### src/rtl/hazard_scoreboard.sv
// Issue-stage hazard scoreboard for the RV32IF pipeline, with sequencing and writeback handshake
// for the shared multi-cycle FP unit. Optional stall statistics: define HAZARD_SB_STATS_EN.
module hazard_scoreboard #(
    parameter int MC_LAT = 8,
    parameter int CNT_W  = 4
) (
    input  logic        clk,
    input  logic        rst,
    input  logic        id_valid,
    input  logic [6:0]  opcode_ID,
    input  logic [6:0]  funct7_ID,
    input  logic [5:0]  rs1_addr_ID,
    input  logic [5:0]  rs2_addr_ID,
    input  logic [5:0]  rd_addr_ID,
    input  logic        mem_wait,
    input  logic        flush_EX,
    input  logic        flush_all,
    input  logic        wb_valid,
    input  logic [5:0]  wb_rd_addr,
    input  logic        mc_ack,
    output logic        stall_ID,
    output logic        mc_start,
    output logic        mc_busy,
    output logic        mc_done,
    output logic [5:0]  mc_rd_addr,
    output logic [31:0] stall_cnt
);

    localparam logic [6:0] OP_RTYPE  = 7'b0110011;
    localparam logic [6:0] OP_ITYPE  = 7'b0010011;
    localparam logic [6:0] OP_LOAD   = 7'b0000011;
    localparam logic [6:0] OP_STORE  = 7'b0100011;
    localparam logic [6:0] OP_BRANCH = 7'b1100011;
    localparam logic [6:0] OP_JALR   = 7'b1100111;
    localparam logic [6:0] OP_JAL    = 7'b1101111;
    localparam logic [6:0] OP_AUIPC  = 7'b0010111;
    localparam logic [6:0] OP_LUI    = 7'b0110111;
    localparam logic [6:0] OP_FLW    = 7'b0000111;
    localparam logic [6:0] OP_FSW    = 7'b0100111;
    localparam logic [6:0] OP_FALU   = 7'b1010011;
    localparam logic [6:0] OP_CSR    = 7'b1110011;
    localparam logic [6:0] F7_FDIV   = 7'b0001100;
    localparam logic [6:0] F7_FSQRT  = 7'b0101100;

    typedef enum logic [1:0] {
        ST_IDLE = 2'd0,
        ST_BUSY = 2'd1,
        ST_DONE = 2'd2
    } mc_state_t;

    mc_state_t        state_r;
    logic [CNT_W-1:0] cnt_r;
    logic [5:0]       mc_rd_r;
    logic             mc_busy_r;
    logic             mc_done_r;
    logic [63:0]      pending_r;

    logic        uses_rs1_s, uses_rs2_s, wr_op_s, is_falu_s, is_ld_s;
    logic        writes_rd_s, is_mc_s, tracked_s;
    logic        raw_s, waw_s, struct_s, fire_s, ack_done_s;
    logic [63:0] wb_mask_s, mc_mask_s, set_mask_s, eff_s, pending_nxt_s;

    // Opcode class decode of the ID-stage instruction.
    always_comb begin
        uses_rs1_s = 1'b0;
        uses_rs2_s = 1'b0;
        wr_op_s    = 1'b0;
        is_falu_s  = 1'b0;
        is_ld_s    = 1'b0;
        case (opcode_ID)
            OP_RTYPE:  begin uses_rs1_s = 1'b1; uses_rs2_s = 1'b1; wr_op_s = 1'b1; end
            OP_ITYPE:  begin uses_rs1_s = 1'b1; wr_op_s = 1'b1; end
            OP_LOAD:   begin uses_rs1_s = 1'b1; wr_op_s = 1'b1; is_ld_s = 1'b1; end
            OP_STORE:  begin uses_rs1_s = 1'b1; uses_rs2_s = 1'b1; end
            OP_BRANCH: begin uses_rs1_s = 1'b1; uses_rs2_s = 1'b1; end
            OP_JALR:   begin uses_rs1_s = 1'b1; wr_op_s = 1'b1; end
            OP_JAL:    begin wr_op_s = 1'b1; end
            OP_AUIPC:  begin wr_op_s = 1'b1; end
            OP_LUI:    begin wr_op_s = 1'b1; end
            OP_FLW:    begin uses_rs1_s = 1'b1; wr_op_s = 1'b1; is_ld_s = 1'b1; end
            OP_FSW:    begin uses_rs1_s = 1'b1; uses_rs2_s = 1'b1; end
            OP_FALU: begin
                uses_rs1_s = 1'b1;
                uses_rs2_s = (funct7_ID != F7_FSQRT);
                wr_op_s    = 1'b1;
                is_falu_s  = 1'b1;
            end
            OP_CSR:    begin uses_rs1_s = 1'b1; wr_op_s = 1'b1; end
            default:   begin uses_rs1_s = 1'b0; end
        endcase
    end

    // Integer x0 is never tracked; FP f0 (6'd32) is a real register.
    assign writes_rd_s = wr_op_s & (rd_addr_ID != 6'd0);
    assign is_mc_s     = is_falu_s & ((funct7_ID == F7_FDIV) | (funct7_ID == F7_FSQRT));
    assign tracked_s   = (is_ld_s | is_mc_s) & writes_rd_s;

    // Same-cycle writebacks are masked out so the dependent instruction issues without a bubble.
    assign ack_done_s = mc_done_r & mc_ack;
    assign wb_mask_s  = wb_valid   ? (64'd1 << wb_rd_addr) : 64'd0;
    assign mc_mask_s  = ack_done_s ? (64'd1 << mc_rd_r)    : 64'd0;
    assign eff_s      = pending_r & ~wb_mask_s & ~mc_mask_s;

    assign raw_s    = (uses_rs1_s & eff_s[rs1_addr_ID]) | (uses_rs2_s & eff_s[rs2_addr_ID]);
    assign waw_s    = writes_rd_s & eff_s[rd_addr_ID];
    assign struct_s = is_mc_s & (state_r != ST_IDLE) & ~ack_done_s;

    assign stall_ID = id_valid & (raw_s | waw_s | struct_s);
    assign fire_s   = id_valid & ~stall_ID & ~mem_wait & ~flush_EX & ~flush_all;
    assign mc_start = fire_s & is_mc_s;

    // Set wins over a same-index clear; flush_all wipes everything.
    assign set_mask_s    = (fire_s & tracked_s) ? (64'd1 << rd_addr_ID) : 64'd0;
    assign pending_nxt_s = flush_all ? 64'd0 : (eff_s | set_mask_s);

    // Pending-write scoreboard.
    always_ff @(posedge clk or posedge rst) begin
        if (rst) begin
            pending_r <= 64'd0;
        end else begin
            pending_r <= pending_nxt_s;
        end
    end

    // Multi-cycle FP unit sequencer: IDLE -> BUSY (MC_LAT cycles) -> DONE until acknowledged.
    always_ff @(posedge clk or posedge rst) begin
        if (rst) begin
            state_r   <= ST_IDLE;
            cnt_r     <= {CNT_W{1'b0}};
            mc_rd_r   <= 6'd0;
            mc_busy_r <= 1'b0;
            mc_done_r <= 1'b0;
        end else if (flush_all) begin
            state_r   <= ST_IDLE;
            mc_busy_r <= 1'b0;
            mc_done_r <= 1'b0;
        end else begin
            case (state_r)
                ST_IDLE: begin
                    if (mc_start) begin
                        state_r   <= ST_BUSY;
                        cnt_r     <= CNT_W'(MC_LAT - 1);
                        mc_rd_r   <= rd_addr_ID;
                        mc_busy_r <= 1'b1;
                    end
                end
                ST_BUSY: begin
                    if (cnt_r == {CNT_W{1'b0}}) begin
                        state_r   <= ST_DONE;
                        mc_done_r <= 1'b1;
                    end else begin
                        cnt_r <= cnt_r - CNT_W'(1);
                    end
                end
                ST_DONE: begin
                    if (mc_ack && mc_start) begin
                        state_r   <= ST_BUSY;
                        cnt_r     <= CNT_W'(MC_LAT - 1);
                        mc_rd_r   <= rd_addr_ID;
                        mc_done_r <= 1'b0;
                    end else if (mc_ack) begin
                        state_r   <= ST_IDLE;
                        mc_busy_r <= 1'b0;
                        mc_done_r <= 1'b0;
                    end
                end
                default: begin
                    state_r   <= ST_IDLE;
                    mc_busy_r <= 1'b0;
                    mc_done_r <= 1'b0;
                end
            endcase
        end
    end

    assign mc_busy    = mc_busy_r;
    assign mc_done    = mc_done_r;
    assign mc_rd_addr = mc_rd_r;

`ifdef HAZARD_SB_STATS_EN
    logic [31:0] stall_cnt_r;

    // Stall-cycle statistics; only reset clears it.
    always_ff @(posedge clk or posedge rst) begin
        if (rst) begin
            stall_cnt_r <= 32'd0;
        end else if (stall_ID) begin
            stall_cnt_r <= stall_cnt_r + 32'd1;
        end
    end

    assign stall_cnt = stall_cnt_r;
`else
    assign stall_cnt = 32'd0;
`endif

endmodule

### config.mk
export PLATFORM = sky130hd
export DESIGN_NAME = hazard_scoreboard
export DESIGN_NICKNAME = d
export VERILOG_FILES = /design/src/rtl/hazard_scoreboard.sv
export SDC_FILE = /design/constraint.sdc
export NUM_CORES = 1
export LEC_CHECK = 0
export BUFFER_PORTS_ARGS = -buffer_cell sky130_fd_sc_hd__buf_4
export CORE_MARGIN = 2
export CORE_UTILIZATION = 50
export CTS_BUF_LIST = sky130_fd_sc_hd__clkbuf_4 sky130_fd_sc_hd__clkbuf_8 sky130_fd_sc_hd__clkbuf_16
export DETAILED_ROUTE_END_ITERATION = 8
export PLACE_DENSITY = 0.67
export SYNTH_ARGS = -nofsm -noshare
export SYNTH_HDL_FRONTEND = slang
export SYNTH_SLANG_ARGS = --single-unit
### constraint.sdc
create_clock -name clk -period 3.5 [get_ports clk]
set_input_delay 0.35 -clock clk [delete_from_list [all_inputs] [get_ports clk]]
set_output_delay 0.35 -clock clk [all_outputs]
set_load 0.05 [all_outputs]
==> results of run 1 <==
-- registers in the layout, indices dropped and copies added, names as in the netlist --
name        cells
cnt_r           4
mc_busy         1
mc_done         1
mc_rd_addr      6
pending_r      64
state_r         2
-- worst min path at each step --
stage,from,to,cells past startpoint
finish,rst,pending_r[48],2
global route,rst,pending_r[48],2
CTS,rst,mc_rd_addr[3],2
detailed placement,cnt_r[1],cnt_r[1],1
global placement,cnt_r[1],cnt_r[1],1
floorplan,cnt_r[1],cnt_r[1],1
-- worst max-delay path: cells and delay by family, from the launching register on --
family	cells	cell delay (ps)
compound gates	5	1110
flops	1	430
simple gates	5	1320
buf+inv	7	1260
-- final cells by class --
cell class              instances  area (um^2)  area share
multi-input cells             622         5250       0.509
clock buffers                  12          267      0.0258
flip-flops and latches         78         1960       0.190
clock inverters                 3         90.1     0.00874
well taps                     176          220      0.0214
inverters                      14         52.6     0.00510
repair buffers                281         2470       0.239
-- placed cells by master, fill, tap and decap left out, types with 19 or more instances in the layout --
| cell | count |
|---|---|
| nand3_1 | 48 |
| o22ai_1 | 32 |
| buf_6 | 23 |
| buf_4 | 236 |
| dfrtp_1 | 71 |
| conb_1 | 32 |
| nor2_1 | 63 |
| mux2i_1 | 21 |
| nand3_2 | 20 |
| a21oi_2 | 30 |
| o221ai_1 | 32 |
| nand2_1 | 43 |
| a21oi_1 | 19 |
-- metrics by stage --
step	util	hold WS [ps]
after floorplan	-	479
after global placement	0.640	499
after detailed placement	0.640	506
after CTS	0.708	169
after global routing	0.779	215
final	0.779	152
-- report_power, final --
| part | internal, mW | switching [mW] |
|---|---|---|
| Combinational | 0.140 | 0.374 |
| Sequential | 0.902 | 0.000719 |
| Clock | 0.752 | 0.412 |
| Total | 1.79 | 0.786 |
-- kinds of logic (layout without fill, tap and decap cells) --
family,count (synthesis),after routing
compound gates,243,243
simple gates,305,305
other cells,1,32
flops,78,78
fa+ha+maj,1,1
buf+inv,121,310
mux,41,41
-- per-layer routing --
layer  GRT usage  vias up  wire (um)
met5      0.0331        -         83
met4       0.294        4       3880
met3       0.188      384       5960
met2       0.700     1049      15600
met1       0.580     4236      12800
li1            -     3484          -
-- what timing repair did --
action	in CTS	in global routing
gates cloned	3	4
resized for setup	48	152
setup buffers	20	19
pin swaps	24	63
endpoints found under the setup margin	77	77
==> run summary, run 1 <==
status = complete, but fails checks
violated checks = DRC, capacitance limit, slew limit, setup timing
CP startpoint = mc_rd_addr[1]
Cells after DPL = 1130
simple-gate share of the synthesized area = 0.257
GRT overflow = 0
Die Y = 121 um
mux share of post-synthesis cell area = 0.0736
worst-path cell chain = clkbuf_2 -> or4b_4 -> o221ai_2 -> buf_6 -> nor3_4 -> nor4_2 -> buf_4 -> a31oi_4 -> a211oi_2 -> buf_4 -> o311ai_4 -> buf_6 -> buf_6 -> nor3_1 -> nand3_1 -> buf_12 -> o22ai_1
synth warn = 0
Initial Util = 0.514
CP peak stage delay = 550 ps
FF-to-FF Start = mc_rd_addr[1]
Post-Synth XOR/XNOR Area = 0
Root Buffer = clkbuf_16
overall die area = 0.0146 mm^2
commonest register cell after synthesis = dfrtp_1
power density cells = 250 mW/mm^2
DRC viols = 15
first-pass GRT wire length = 50.9 mm
Seq/Total Area, Yosys = 0.287
Setup Viol. Count Final = 77
post-synthesis cell type count = 80
final WL = 38.4 mm
WS Path Type = flip-flop to flip-flop
Fillers = 833
CP max-delay cell = or4b_4
Rows = 42
Worst slew margin = -0.108
Yosys top cell by area = dfrtp_1
GPL Wtd Cong = 1.11
DP HPWL = 24.0 mm
CTS Buffer Depth = 2
largest family of logic cells by synthesized area = compound AO/OA/AOI/OAI gates
max-cap violations = 1
Top cell by count, worst path = buf_6
clock-pin slew on the worst setup and hold paths = 70 ps
Slew @ Worst Pin = 1650 ps
layout cells sized above 1 = 0.474
CP Capture Point = pending_r[30]
synthesis-to-layout area growth = 51.6%
core area = 0.0132 mm^2
min cycle time layout = 4240 ps
Sink Count = 78
clk_lat worst skew = 360 ps
vias in the first global route = 8178
Adder-Cell Fraction of Synth Area = 0.00184
Reg-to-Reg End = pending_r[30]
WL per Instance = 32.4 um
Pre-antenna DRT Iters = 9
number of synthesized flops with an enable pin = 0
Die X-Extent = 121 um
final hold violation count = 0
Mapped Area = 0.00680 mm^2
remaining antenna violation count = 0
largest net degree at the start of global routing = 73
WP data arrival = 4490 ps
Peak VDD IR = 0.218 mV
Yosys top cell area share = 0.287
Critical Path Source Type = flip-flop
ant diodes = 0
r2r setup slk = -740 ps
syn_area_per_cell = 8.61 um^2
Tot Pwr = 2.58 mW
DP Area = 0.00848 mm^2
fmax = 236 MHz
fin nets = 1053
setup TNS = -43600 ps
FFs w/ async S/R, synth = 1.00
RSZ-0062 raised after global routing = true
Crit. End Element = flip-flop
fin crit share = 1.21
worst r2r path cells = 17
final design area excluding fillers = 0.0103 mm^2
io pins = 88
routed vias/inst = 7.72
H-Tree Depth = 3
Yosys reg bits = 78
Syn Inst Count = 790
TritonCTS clock tree = yes
final slew viol count = 7
Final Non-Filler Cells = 1186
vias = 9157
setup ws final = -735 ps
1st-iter DRT viols = 2034
GRT Util Overall = 0.476
Leakage = 3.93 nW
Port Buf Inserts = 55
Clock Skew = 7.90 ps
Hold Crit Class = primary input to asynchronous set/reset pin
count leader, synth = nand3_1
CTS Hold Buffers Added = 0
maximum fanout along the worst path = 10
Synth Area in Compound Gates = 0.284
CTS Buf Count = 9
synth top area cells = dfrtp_1, o221ai_1, nand3_1
pre-CTS WS = -456 ps
worst path required time = 3760 ps
Post-synth top cells = nand3_1, dfrtp_1, nor2_1
initial antenna violation count = 0
No activity file was read; power rests on OpenSTA's default activity.
==> run 2: changes to the inputs <==
CORE_MARGIN = 4   (was 2)
clock period = 4.1 ns   (was 3.5 ns; I/O delays follow)
==> run summary, run 2 (synthesis gave the netlist of run 1 again) <==
TritonCTS clock tree = yes
io pins = 88
Clock Skew = 10.8 ps
final hold violation count = 0
Top cell by count, worst path = buf_4
Critical Path Source Type = flip-flop
vias = 7719
max reg flops = 64
synthesis-to-layout area growth = 20.7%
most common cell after layout, fill and taps aside = buf_4
Sink Count = 78
Worst slew margin = 0.113
CTS Buffer Depth = 2
RSZ-0062 raised after global routing = false
max-cap violations = 0
Crit. End Element = primary output
setup ws final = 86.8 ps
Die Y = 125 um
Leakage = 3.20 nW
clk_lat worst skew = 350 ps
final design area excluding fillers = 0.00821 mm^2
CTS Buf Count = 9
worst path required time = 3690 ps
min cycle time layout = 4010 ps
WP depth = 10
DRC viols = 0
worst r2r path cells = 13
CTS Hold Buffers Added = 0
end-of-flow core utilization = 0.617
Initial Util = 0.512
worst-path cell chain = buf_4 -> or4b_4 -> o221ai_2 -> mux2i_1 -> nand3_1 -> nand4_2 -> a2111oi_4 -> o311ai_4 -> nor4_2 -> buf_4
power density cells = 238 mW/mm^2
largest net degree at the start of global routing = 74
clock-pin slew on the worst setup and hold paths = 60 ps
Peak VDD IR = 0.274 mV
fin nets = 927
vias in the first global route = 7311
overall die area = 0.0155 mm^2
final slew viol count = 0
Top delay family on crit path = simple AND/OR/NAND/NOR gates
initial antenna violation count = 0
worst path bufs/invs = 2
Setup Viol. Count Final = 0
Pre-antenna DRT Iters = 7
DP Area = 0.00774 mm^2
pre-CTS WS = 119 ps
remaining antenna violation count = 0
Port Buf Inserts = 55
Die X-Extent = 125 um
WL per Instance = 28.0 um
GRT overflow = 0
core area = 0.0133 mm^2
fin crit share = 0.979
setup TNS = 0 ps
final WL = 29.7 mm
maximum fanout along the worst path = 11
CP max-delay cell = or4b_4
Root Buffer = clkbuf_16
WP data arrival = 3600 ps
ant diodes = 0
Slew @ Worst Pin = 1330 ps
highest-count cells in the layout ignoring fill and taps = buf_4, nand3_1, dfrtp_1
WS Path Type = flip-flop to primary output
Hold Crit Class = primary input to asynchronous set/reset pin
CP peak stage delay = 570 ps
GPL Wtd Cong = 1.02
Rows = 42
routed vias/inst = 7.28
DP HPWL = 21.9 mm
1st-iter DRT viols = 1370
status = finished, final reports clean
layout cells sized above 1 = 0.282
hold slack final = 228 ps
GRT Util Overall = 0.371
H-Tree Depth = 3
first-pass GRT wire length = 44.5 mm
fmax = 249 MHz
Biggest register = pending_r
-- run 2: final timing paths --
path / startpoint / slack [ps] / endpoint
max: mc_rd_addr[3] / 90 / mc_start
min: rst / 230 / pending_r[51]
max reg2reg: mc_rd_addr[3] / 240 / pending_r[48]
min reg2reg: cnt_r[1] / 540 / cnt_r[1]
max in group asynchronous: rst / 2920 / mc_rd_addr[1]
min in group clk: rd_addr_ID[5] / 420 / mc_rd_addr[5]
-- run 2: final cells by class --
type | instances | area, um^2
Tap cell | 176 | 220
Fill cell | 1179 | 5090
Multi-Input combinational cell | 622 | 4460
Clock buffer | 9 | 225
Sequential cell | 78 | 1960
Inverter | 14 | 53.8
Clock inverter | 7 | 73.8
Timing Repair Buffer | 155 | 1210
-- run 2: what timing repair did --
item                                   CTS  global route
pin swaps                                0             1
cloned                                   0             0
buffers inserted                         0             3
setup endpoints to repair                1             2
endpoints found under the hold margin    0             0
gates resized for setup                  2            19
-- run 2: stage by stage --
step / power (mW) / instances
final: 1.95 / 1061
after global routing: 2.01 / 1061
after CTS: 1.94 / 1058
after detailed placement: 1.13 / 1042
after global placement: 1.13 / 1042
after floorplan: 1.05 / 821
-- run 2: report_power, final --
group	leakage [nW]	internal (mW)	switching [mW]	total (mW)
sequential	1.08	0.770	0.000596	0.771
clock	0.146	0.473	0.345	0.818
combinational	1.97	0.0942	0.271	0.365
-- run 2: per-layer routing --
layer | up-vias | track usage | wire (um)
li1 | 3218 | - | -
met1 | 3664 | 0.483 | 10800
met2 | 674 | 0.557 | 13100
met3 | 163 | 0.0879 | 3680
met4 | 0 | 0.227 | 2150
met5 | - | 0 | 0
==> run 3: changes to the inputs <==
clock period = 4.7 ns   (was 4.1 ns; I/O delays follow)
==> run summary, run 3 (synthesis gave the netlist of run 1 again) <==
Crit. End Element = primary output
vias = 7469
largest net degree at the start of global routing = 74
CTS Buf Count = 9
Setup Viol. Count Final = 0
r2r setup slk = 500 ps
worst path required time = 4230 ps
final hold violation count = 0
RSZ-0062 raised after global routing = false
Reg-to-Reg End = pending_r[16]
io pins = 88
WL per Instance = 28.8 um
worst-path cell chain = nand4b_2 -> buf_4 -> o221ai_1 -> o22ai_1 -> a311oi_1 -> a31oi_1 -> a211oi_2 -> o311ai_4 -> nor4_1 -> buf_4
end-of-flow core utilization = 0.573
initial antenna violation count = 0
vias in the first global route = 6928
CP startpoint = mc_done
final WL = 28.7 mm
fin crit share = 0.961
clk_lat worst skew = 340 ps
Root Buffer = clkbuf_16
Hold Crit Class = primary input to asynchronous set/reset pin
Tot Pwr = 1.82 mW
Sink Count = 78
Pre-antenna DRT Iters = 6
CP peak stage delay = 630 ps
Port Buf Inserts = 55
highest-count cells in the layout ignoring fill and taps = buf_4, nand3_1, dfrtp_1
CP max-delay cell = dfrtp_1
Top cell by count, worst path = buf_4
power density cells = 238 mW/mm^2
ant diodes = 0
setup TNS = 0 ps
first-pass GRT wire length = 43.1 mm
1st-iter DRT viols = 1642
DP HPWL = 20.9 mm
GPL Wtd Cong = 1.01
max-cap violations = 0
routed vias/inst = 7.48
WS Path Type = flip-flop to primary output
worst r2r path cells = 12
maximum fanout along the worst path = 12
Peak VDD IR = 0.208 mV
Clock Skew = 4.71 ps
DRC viols = 0
synthesis-to-layout area growth = 12.1%
FF-to-FF Start = mc_done
TritonCTS clock tree = yes
max reg flops = 64
layout cells sized above 1 = 0.214
H-Tree Depth = 3
Critical Path Source Type = flip-flop
GRT overflow = 0
Initial Util = 0.512
remaining antenna violation count = 0
GRT Util Overall = 0.359
Biggest register = pending_r
Leakage = 2.91 nW
fin nets = 865
Slew @ Worst Pin = 1210 ps
overall die area = 0.0155 mm^2
most common cell after layout, fill and taps aside = buf_4
clock-pin slew on the worst setup and hold paths = 60 ps
CTS Buffer Depth = 2
Die X-Extent = 125 um
min cycle time layout = 4520 ps
Rows = 42
status = finished, final reports clean
WP data arrival = 4050 ps
CTS Hold Buffers Added = 0
Worst slew margin = 0.190
core area = 0.0133 mm^2
final slew viol count = 0
fmax = 221 MHz
Die Y = 125 um
==> run 3: changes by cell type in the layout (fill, tap and decap cells not counted), moves of 3 or more <==
| cell | previous run | this run |
|---|---|---|
| buf_4 | 151 | 91 |
| o221ai_1 | 38 | 45 |
| o221ai_4 | 7 | 2 |
| clkinv_2 | 3 | 0 |
| dfrtp_1 | 75 | 78 |
| dfrtp_2 | 3 | 0 |
| nand4b_2 | 1 | 4 |
| nand4b_4 | 3 | 0 |
==> run 3: repair_timing <==
item | in CTS | in global routing
setup buffers | 0 | 2
gates resized for setup | 0 | 1
setup endpoints to repair | 0 | 1
==> run 3: worst max path at each step <==
stage | endpoint | slack (ps) | cells past startpoint
4_1_cts | mc_start | 200 | 10
5_1_grt | mc_start | 60 | 9
2_1_floorplan | mc_start | 70 | 9
6_report | mc_start | 180 | 10
3_5_place_dp | pending_r[16] | 410 | 12
3_3_place_gp | pending_r[16] | 420 | 12
==> run 3: layout make-up <==
| cell class | count | area, um^2 |
|---|---|---|
| timing repair buffer | 93 | 723 |
| clock buffer | 13 | 268 |
| inverter | 14 | 52.6 |
| tap | 176 | 220 |
| clock inverter | 3 | 90.1 |
| multi-input combinational | 622 | 4320 |
| sequential | 78 | 1950 |
| fill | 1214 | 5670 |
==> run 3: stage by stage <==
| stage | instance area, um^2 | instances | hold slack [ps] | worst slack [ps] |
|---|---|---|---|---|
| floorplan | 6920 | 821 | 479 | 74.0 |
| finish | 7620 | 999 | 288 | 185 |
| detailed placement | 7240 | 981 | 514 | 414 |
| global placement | 7240 | 981 | 504 | 420 |
| global route | 7620 | 999 | 348 | 55.2 |
| CTS | 7600 | 997 | 313 | 202 |
==> run 3: metal layers <==
| metal | vias to the layer above | GRT usage | share of wire |
|---|---|---|---|
| met2 | 655 | 0.535 | 0.42 |
| li1 | 3104 | - | - |
| met4 | 0 | 0.200 | 0.075 |
| met1 | 3569 | 0.472 | 0.38 |
| met3 | 141 | 0.0978 | 0.13 |
| met5 | - | 0 | 0 |
==> run 3: power by group <==
group          switching [mW]  internal, mW  leakage, nW
combinational           0.232        0.0755         1.65
sequential           0.000559         0.672         1.09
clock                   0.276         0.560        0.177
total                   0.508          1.31         2.91
==> run 3: critical path: cells and delay by family (launching register included) <==
family	cells	cell delay, ps
simple gates	2	740
compound gates	6	1770
flops	1	630
buf+inv	2	560
